<file path="config.mk">
export PLATFORM = sky130hd
export DESIGN_NAME = dmem_arbiter
export DESIGN_NICKNAME = d
export VERILOG_FILES = /design/src/rtl/dmem_arbiter.sv
export SDC_FILE = /design/constraint.sdc
export NUM_CORES = 1
export LEC_CHECK = 0
export ABC_AREA = 1
export CELL_PAD_IN_SITES_DETAIL_PLACEMENT = 1
export CELL_PAD_IN_SITES_GLOBAL_PLACEMENT = 1
export CORE_AREA = 2 2 189 191
export DETAILED_ROUTE_END_ITERATION = 10
export DIE_AREA = 0 0 191 193
export PLACE_DENSITY_LB_ADDON = 0.1
export SYNTH_ARGS = -nofsm -noshare
export SYNTH_HDL_FRONTEND = slang
export SYNTH_SLANG_ARGS = --single-unit
export TNS_END_PERCENT = 30
</file>
<file path="constraint.sdc">
create_clock -name clk -period 2.78 [get_ports clk]
set_input_delay 0.417 -clock clk [delete_from_list [all_inputs] [get_ports clk]]
set_output_delay 0.417 -clock clk [all_outputs]
set_load 0.03 [all_outputs]
</file>
<file path="src/rtl/dmem_arbiter.sv">
// Two-port round-robin arbiter and load/store sequencer for a single-cycle word-wide memory.
// Loads are lane-selected and extended; sub-word stores run as read-modify-write.
module dmem_arbiter #(
    parameter int unsigned DEPTH = 40,
    parameter int unsigned AW    = 32
) (
    input  logic          clk,
    input  logic          rst,

    input  logic          p0_req,
    input  logic          p0_we,
    input  logic [AW-1:0] p0_addr,
    input  logic [31:0]   p0_wdata,
    input  logic [2:0]    p0_fun3,
    output logic          p0_gnt,
    output logic          p0_rvalid,
    output logic [31:0]   p0_rdata,
    output logic          p0_err,

    input  logic          p1_req,
    input  logic          p1_we,
    input  logic [AW-1:0] p1_addr,
    input  logic [31:0]   p1_wdata,
    input  logic [2:0]    p1_fun3,
    output logic          p1_gnt,
    output logic          p1_rvalid,
    output logic [31:0]   p1_rdata,
    output logic          p1_err,

    output logic [31:0]   mem_address,
    output logic [31:0]   mem_write_data,
    output logic [2:0]    mem_fun3,
    output logic          mem_rd_en,
    output logic          mem_wd_en,
    input  logic [31:0]   mem_rdata
);
    localparam logic [1:0] S_IDLE   = 2'd0;
    localparam logic [1:0] S_ACCESS = 2'd1;
    localparam logic [1:0] S_RMW_WR = 2'd2;

    logic [1:0]    r_state;
    logic          r_ptr;
    logic          r_port;
    logic          r_we;
    logic [AW-1:0] r_addr;
    logic [31:0]   r_wdata;
    logic [2:0]    r_fun3;
    logic [31:0]   r_old;
    logic          r_rvalid0;
    logic          r_rvalid1;
    logic [31:0]   r_rdata0;
    logic [31:0]   r_rdata1;
    logic          r_err0;
    logic          r_err1;

    logic          w_idle;
    logic          w_gnt0;
    logic          w_gnt1;
    logic [AW-1:0] w_index;
    logic          w_fun3_ok;
    logic          w_misalign;
    logic          w_err;
    logic          w_sub_store;
    logic [7:0]    w_byte;
    logic [15:0]   w_half;
    logic [31:0]   w_load;
    logic [31:0]   w_merged;
    logic          w_done;
    logic [31:0]   w_done_data;

    // Ties go to the pointer's port; a lone requester wins regardless.
    assign w_idle = (r_state == S_IDLE) && !rst;
    assign w_gnt0 = w_idle && p0_req && (!p1_req || !r_ptr);
    assign w_gnt1 = w_idle && p1_req && (!p0_req || r_ptr);
    assign p0_gnt = w_gnt0;
    assign p1_gnt = w_gnt1;

    assign w_index = r_addr >> 2;

    always_comb begin
        case (r_fun3)
            3'b000, 3'b001, 3'b010: w_fun3_ok = 1'b1;
            3'b100, 3'b101:         w_fun3_ok = !r_we;
            default:                w_fun3_ok = 1'b0;
        endcase
        w_misalign = ((r_fun3[1:0] == 2'b01) && r_addr[0]) ||
                     ((r_fun3 == 3'b010) && (r_addr[1:0] != 2'b00));
        w_err      = !w_fun3_ok || w_misalign || (w_index >= AW'(DEPTH));
    end

    assign w_sub_store = r_we && (r_fun3[2:1] == 2'b00);

    assign w_byte = mem_rdata[{r_addr[1:0], 3'b000} +: 8];
    assign w_half = mem_rdata[{r_addr[1], 4'b0000} +: 16];

    always_comb begin
        case (r_fun3)
            3'b000:  w_load = {{24{w_byte[7]}}, w_byte};
            3'b001:  w_load = {{16{w_half[15]}}, w_half};
            3'b100:  w_load = {24'd0, w_byte};
            3'b101:  w_load = {16'd0, w_half};
            default: w_load = mem_rdata;
        endcase
    end

    always_comb begin
        w_merged = r_old;
        if (r_fun3[0]) begin
            w_merged[{r_addr[1], 4'b0000} +: 16] = r_wdata[15:0];
        end else begin
            w_merged[{r_addr[1:0], 3'b000} +: 8] = r_wdata[7:0];
        end
    end

    assign mem_fun3 = 3'b010;

    // Error transactions still walk through ACCESS, but never touch the memory.
    always_comb begin
        mem_address    = 32'd0;
        mem_write_data = 32'd0;
        mem_rd_en      = 1'b0;
        mem_wd_en      = 1'b0;
        if (!rst && (r_state != S_IDLE)) begin
            mem_address = 32'(w_index);
            if ((r_state == S_ACCESS) && !w_err) begin
                if (!r_we || w_sub_store) begin
                    mem_rd_en = 1'b1;
                end else begin
                    mem_wd_en      = 1'b1;
                    mem_write_data = r_wdata;
                end
            end else if (r_state == S_RMW_WR) begin
                mem_wd_en      = 1'b1;
                mem_write_data = w_merged;
            end
        end
    end

    assign w_done = ((r_state == S_ACCESS) && (w_err || !w_sub_store)) ||
                    (r_state == S_RMW_WR);
    assign w_done_data = ((r_state == S_ACCESS) && !w_err && !r_we) ? w_load : 32'd0;

    always_ff @(posedge clk) begin
        r_rvalid0 <= 1'b0;
        r_rvalid1 <= 1'b0;
        if (rst) begin
            r_state  <= S_IDLE;
            r_ptr    <= 1'b0;
            r_port   <= 1'b0;
            r_we     <= 1'b0;
            r_addr   <= '0;
            r_wdata  <= 32'd0;
            r_fun3   <= 3'd0;
            r_old    <= 32'd0;
            r_rdata0 <= 32'd0;
            r_rdata1 <= 32'd0;
            r_err0   <= 1'b0;
            r_err1   <= 1'b0;
        end else begin
            case (r_state)
                S_IDLE: begin
                    if (w_gnt0 || w_gnt1) begin
                        r_state <= S_ACCESS;
                        r_port  <= w_gnt1;
                        r_ptr   <= !w_gnt1;
                        r_we    <= w_gnt1 ? p1_we    : p0_we;
                        r_addr  <= w_gnt1 ? p1_addr  : p0_addr;
                        r_wdata <= w_gnt1 ? p1_wdata : p0_wdata;
                        r_fun3  <= w_gnt1 ? p1_fun3  : p0_fun3;
                    end
                end
                S_ACCESS: begin
                    r_old   <= mem_rdata;
                    r_state <= (!w_err && w_sub_store) ? S_RMW_WR : S_IDLE;
                end
                default: r_state <= S_IDLE;
            endcase
            if (w_done) begin
                if (r_port) begin
                    r_rvalid1 <= 1'b1;
                    r_rdata1  <= w_done_data;
                    r_err1    <= (r_state == S_ACCESS) && w_err;
                end else begin
                    r_rvalid0 <= 1'b1;
                    r_rdata0  <= w_done_data;
                    r_err0    <= (r_state == S_ACCESS) && w_err;
                end
            end
        end
    end

    assign p0_rvalid = r_rvalid0;
    assign p0_rdata  = r_rdata0;
    assign p0_err    = r_err0;
    assign p1_rvalid = r_rvalid1;
    assign p1_rdata  = r_rdata1;
    assign p1_err    = r_err1;

endmodule

</file>
==> flow_summary_export.csv, run 1 <==
group,metric,value,unit
min_path,hold_depth,6,
synth,synth_common_cells,"nand2_1 (467), nor2_1 (259), dfxtp_1 (172)",
worst_setup_path,crit_required,2.36,ns
synth,synth_seq_area_share,0.3565,
worst_setup_path,r2r_end,"p1_rdata[27]",
power_and_ir_drop,power.density,540.1,nW/µm²
clock_network,cts.hold.buffers_added,0,
worst_setup_path,cp-start-kind,"flop",
placed_design,place_area,13250,µm²
synth,avgSynthCellArea,6.120,µm²
synth,yosys_most_used_dff,"dfxtp_1",
clock_network,cts_max_level,4,
placed_design,gp_congestion,0.8585,
timing,fin_ws,0.03342,ns
cells_and_area,area_growth,49.07,%
drt,avgRoutedWirePerCell,18.51,µm
grt,grt_pass1_vias,11206,
clock_network,numCtsBuffers,17,
worst_setup_path,path_max_fanout,8,
timing,max_clock_freq,364.1,MHz
synth,synthTopCellsByArea,"dfxtp_1 (36%), nand2_1 (18%), nor2_1 (10%)",
drt,drtAntennaViolNets,0,
timing,skew,0.01097,ns
synth,synth.most_common_cell,"nand2_1",
synth,synth_edf_count,0,
cells_and_area,stdcell_area,14400,µm²
die,dieArea,36860,µm²
timing,timing.final.setup_violations,0,
grt,grt_pass1_wl,65.26,mm
min_path,min_to,"r_port",
cells_and_area,fin_util,0.4118,
timing,hold_violations,0,
synth,synth_top_area_cell,"dfxtp_1",
cells_and_area,num_antenna_cells,0,
placed_design,io_buffers,305,
clock_network,cts_tree,"yes",
worst_setup_path,crit_arrival,2.33,ns
worst_setup_path,critPathKind,"flop to output pin",
timing,period_share,0.9880,
timing,period_needed,2.747,ns
timing,drv_slew,0,
timing,worst_slew_pin_slew,1.083,ns
placed_design,dp.cells,2280,
min_path,hold_path_class,"input pin to flop",
clock_network,clock_path_buffers,2,
die,io_pins,311,
cells_and_area,nFillCells,4474,
worst_setup_path,endpoint_kind,"output pin",
cells_and_area,stdcell_count,2322,
synth,synth_top_area_share,0.3565,
die,coreArea,34960,µm²
drt,dr_total_vias,11104,
drt,drt_pre_antenna_iters,4,
cells_and_area,nNetsFinal,2025,
synth,async_flop_share,0,
worst_setup_path,rrSetupSlack,0.38,ns
outcome,status,"completed",
drt,vias_per_cell,4.782,
grt,grt_use_total,0.2318,
power_and_ir_drop,ir_drop,0.3663,mV
synth,ys_ff_latch,172,
drt,drtIter0Drc,545,
placed_design,pre_cts_slack,0.2235,ns
timing,fin_hold_ws,0.4485,ns
synth,ys_types,32,
die,start_util,0.2762,
drt,drc_errors,0,
clock_network,cts_sinks,172,
die,die_w,191,µm
die,rows,69,
synth,syn_inst,1578,
grt,grt_max_degree,99,
worst_setup_path,r2r_cells,12,
power_and_ir_drop,power_leakage,5.915,nW
die,die_h,193,µm
cells_and_area,drive_above_1_share,0.1161,
grt,grt_antenna_before_repair,1,
synth,syn-cell-area,9658,µm²
synth,yosys_warnings,0,
clock_network,cts_root_buf,"clkbuf_16",
drt,routed_wl,42.97,mm
run,drv_cap,0,
timing,slew_headroom,0.2783,
timing,rsz0062_at_grt,"yes",
grt,grt_overflow,0,
placed_design,dpl.hpwl,31.95,mm
worst_setup_path,rr_startpoint,"r_fun3[1]",
min_path,hold_path_startpoint,"rst",
clock_network,clkSlewWorstSetupHoldPaths,0.07,ns
clock_network,insertion_delay,0.45,ns
## how the worst max path moves through the flow
stage                   start                 end  cells past startpoint
floorplan           r_addr[1]  mem_write_data[31]                     15
global placement    r_addr[1]  mem_write_data[18]                     10
detailed placement  r_addr[1]  mem_write_data[18]                     10
CTS                 r_addr[1]  mem_write_data[24]                     16
global route        r_addr[0]  mem_write_data[29]                     15
finish              r_addr[0]  mem_write_data[29]                     16
## layout by cell type, fill, tap and decap left out, types with 10 or more instances in the layout
cell type | synthesis | final
nand3_1 | 60 | 56
clkbuf_16 | 0 | 17
a21oi_1 | 83 | 75
nor2_2 | 1 | 23
a31oi_1 | 68 | 68
buf_4 | 10 | 48
o21ai_1 | 0 | 19
dfxtp_1 | 172 | 170
nand4_1 | 20 | 20
o211ai_1 | 10 | 10
o221ai_1 | 23 | 21
clkdlybuf4s50_1 | 0 | 260
o21ai_0 | 94 | 74
inv_1 | 152 | 150
nor2_1 | 259 | 230
buf_6 | 3 | 37
nand2_1 | 467 | 459
## kinds of logic after synthesis
logic type	after synthesis	synth area share
buffers and inverters	275	0.1170
DFF	172	0.3565
AOI/OAI and AO/OA	290	0.1731
and+or+nand+nor	834	0.3462
adders and majority gates	5	0.006478
other	2	0.0007776
## area by class of cell
| type | count | area [µm²] | share of cell area |
|---|---|---|---|
| timing repair buffer | 364 | 3712 | 0.2578 |
| tap | 461 | 576.8 | 0.04006 |
| clock buffer | 18 | 439.2 | 0.03050 |
| clock inverter | 14 | 230.2 | 0.01599 |
| multi-input combinational | 1134 | 5388 | 0.3742 |
| inverter | 159 | 605.6 | 0.04206 |
| sequential | 172 | 3446 | 0.2393 |
## metrics by stage
step,power [W],setup TNS [ns]
after CTS,0.007852,-0.6993
after global routing,0.008189,-2.471
final,0.007777,0
after floorplan,0.004076,0
after global placement,0.004947,0
after detailed placement,0.004981,0
## sequential cells by signal (all words and copies together) (netlist names), 2 cells and up
register  cells
r_addr       32
p0_rdata     32
r_old        32
r_fun3        3
r_state       2
p1_rdata     32
r_wdata      32
## routing by layer
metal / vias up / global-route usage / share of wire
li1: 5563 / - / -
met1: 5227 / 0.3048 / 0.47
met2: 280 / 0.3788 / 0.46
met3: 32 / 0.05575 / 0.058
met4: 2 / 0.06351 / 0.017
met5: - / 0 / 0.00030
## power breakdown
group          leakage (nW)  total [W]  internal (W)  switching, W
clock                 0.318    0.00278       0.00164       0.00114
combinational          4.19    0.00216      0.000861       0.00129
sequential             1.41    0.00284       0.00269      0.000158
## worst max-delay path, cell delays in order, from the launching register on
cell and delay (ns):
dfxtp_2 0.34, inv_2 0.05, ha_4 0.16, inv_2 0.06
nor2_2 0.03, nand2_1 0.06, nand2_1 0.07, nand3_2 0.10
nor2_4 0.05, nand2_4 0.13, clkinv_4 0.08, o21ai_4 0.07
nand2_4 0.11, buf_12 0.15, buf_16 0.15, a21oi_2 0.13
buf_6 0.15
## repair_timing
action	4_1_cts	5_1_grt
gates resized for setup	74	39
pin swaps	10	15
cloned	3	0
buffers inserted	10	0
endpoints found under the setup margin	34	38
No activity file was read; power rests on OpenSTA's default activity.
==> inputs of run 2 (changes only) <==
- CTS_CLUSTER_DIAMETER: default -> 120
==> results of run 2 <==
No change in the layout: final DEF, timing and power equal those of run 1.
==> inputs of run 3 (changes only) <==
- CAP_MARGIN: default -> 5
- CTS_BUF_LIST: default -> sky130_fd_sc_hd__clkbuf_16
==> flow_summary_export.csv, run 3 (same netlist as run 1, synthesis figures left out) <==
group,metric,value,unit
worst_setup_path,cp_top_family,"buffers and inverters",
drt,drt_pre_antenna_iters,4,
cells_and_area,nFillCells,4477,
die,io_pins,311,
grt,grt_use_total,0.2318,
cells_and_area,drive_above_1_share,0.1155,
clock_network,clock_path_buffers,2,
timing,hold_violations,0,
clock_network,insertion_delay,0.45,ns
cells_and_area,stdcell_area,14390,µm²
power_and_ir_drop,sw_frac_of_total,0.3338,
min_path,hold_path_class,"input pin to flop",
outcome,status,"completed",
grt,use_met2,0.3788,
drt,drtIter0Drc,545,
drt,avgRoutedWirePerCell,18.51,µm
timing,period_share,0.9880,
die,rows,69,
die,coreArea,34960,µm²
power_and_ir_drop,power.density,538.5,nW/µm²
drt,drtAntennaViolNets,0,
timing,timing.final.setup_violations,0,
grt,use_met1,0.3048,
worst_setup_path,endpoint_kind,"output pin",
worst_setup_path,slowest_delay,0.34,ns
drt,vias_per_cell,4.782,
worst_setup_path,cp_cell_sequence,"inv_2 -> ha_4 -> inv_2 -> nor2_2 -> nand2_1 -> nand2_1 -> nand3_2 -> nor2_4 -> nand2_4 -> clkinv_4 -> o21ai_4 -> nand2_4 -> buf_12 -> buf_16 -> a21oi_2 -> buf_6",
timing,period_needed,2.747,ns
timing,fin_ws,0.03342,ns
clock_network,clkSlewWorstSetupHoldPaths,0.07,ns
power_and_ir_drop,ir_drop,0.3663,mV
cells_and_area,area.sequential,3446,µm²
grt,grt_antenna_before_repair,1,
drt,routed_wl,42.97,mm
placed_design,dpl.hpwl,31.95,mm
placed_design,place_area,13250,µm²
cells_and_area,area_growth,48.97,%
timing,worst_slew_pin_slew,1.083,ns
placed_design,dp.cells,2280,
worst_setup_path,path_max_fanout,8,
cells_and_area,nNetsFinal,2025,
grt,grt_use_met3,0.05575,
grt,grt_pass1_wl,65.26,mm
timing,skew,0.01097,ns
timing,drv_slew,0,
die,start_util,0.2762,
power_and_ir_drop,power.switching,0.002587,W
clock_network,numCtsBuffers,17,
grt,grt_overflow,0,
worst_setup_path,critPathKind,"flop to output pin",
clock_network,cts_tree,"yes",
power_and_ir_drop,p_seq_frac,0.367,
clock_network,cts_root_buf,"clkbuf_16",
placed_design,gp_congestion,0.8585,
run,drv_cap,0,
power_and_ir_drop,pwr-share-clk,0.355,
cells_and_area,num_antenna_cells,0,
worst_setup_path,cpMaxStageDelayCell,"dfxtp_2",
die,dieArea,36860,µm²
timing,fin_hold_ws,0.4485,ns
grt,grt_pass1_vias,11206,
timing,rsz0062_at_grt,"yes",
worst_setup_path,cp-start-kind,"flop",
grt,grt_max_degree,99,
drt,drc_errors,0,
clock_network,cts_max_level,4,
die,die_h,193,µm
placed_design,io_buffers,305,
clock_network,cts_sinks,172,
timing,slew_headroom,0.2783,
power_and_ir_drop,power_leakage,5.909,nW
power_and_ir_drop,comb_power_share,0.278,
cells_and_area,stdcell_count,2322,
timing,max_clock_freq,364.1,MHz
worst_setup_path,crit_required,2.36,ns
worst_setup_path,crit_arrival,2.33,ns
cells_and_area,layout_common_cells,"nand2_1 (459), clkdlybuf4s50_1 (260), nor2_1 (230)",
die,die_w,191,µm
drt,dr_total_vias,11104,
worst_setup_path,worst-path-buf-inv,6,
power_and_ir_drop,internal_power,0.005162,W
cells_and_area,multi_input_area,5388,µm²
grt,gr-max-usage-layer,"met2",
placed_design,pre_cts_slack,0.2235,ns
cells_and_area,final_common_cell,"nand2_1",
-- run 3: cell count changes in the layout (fill, tap and decap cells not counted) --
cell and delta:
clkinv_1 +1, clkbuf_8 -1
-- run 3: area by class of cell --
class / count / area share
tap: 461 / 0.04009
inverter: 159 / 0.04209
timing repair buffer: 364 / 0.2580
clock inverter: 15 / 0.01626
clock buffer: 17 / 0.02957
multi-input combinational: 1134 / 0.3745
sequential: 172 / 0.2395
-- run 3: metrics by stage --
step                setup TNS (ns)  total power, W    util
detailed placement               0        0.004981  0.3789
CTS                        -0.6993        0.007824  0.4096
floorplan                        0        0.004076       -
global placement                 0        0.004947  0.3789
global route                -2.471        0.008160  0.4115
finish                           0        0.007748  0.4115
-- run 3: power by group through the flow --
stage	combinational, W	sequential, W	clock [W]
final	0.00216	0.00284	0.00275
after global routing	0.00238	0.00287	0.00291
after CTS	0.00217	0.00284	0.00281
after detailed placement	0.00208	0.00290	0
after global placement	0.00206	0.00289	0
after floorplan	0.00104	0.00304	0
-- run 3: path summary, 6_finish.rpt --
kind                     from                 end  slack [ns]  cells after the start
setup / recovery    r_addr[0]  mem_write_data[29]        0.03                     16
hold reg to reg   r_wdata[18]         r_wdata[18]        0.48                      2
setup reg to reg    r_fun3[1]        p1_rdata[27]        0.38                     12
hold / removal            rst              r_port        0.45                      6
-- run 3: worst register-to-register path: cells and delay by family, from the launching register on --
family | cells | cell delay, ns
flops | 1 | 0.32
compound gates | 1 | 0.28
buf+inv | 4 | 0.74
simple gates | 7 | 0.96
-- run 3: layer usage --
layer / wire length (µm) / vias up / part of all wire
li1: - / 5563 / -
met1: 19980 / 5227 / 0.47
met2: 19740 / 280 / 0.46
met3: 2489 / 32 / 0.058
met4: 746 / 2 / 0.017
met5: 13 / - / 0.00030
-- run 3: timing repair --
| item | 4_1_cts | 5_1_grt |
|---|---|---|
| resized for setup | 74 | 39 |
| pin swaps | 10 | 15 |
| gates cloned | 3 | 0 |
| endpoints found under the setup margin | 34 | 38 |
| setup buffers | 10 | 0 |
| hold buffers | 0 | 0 |
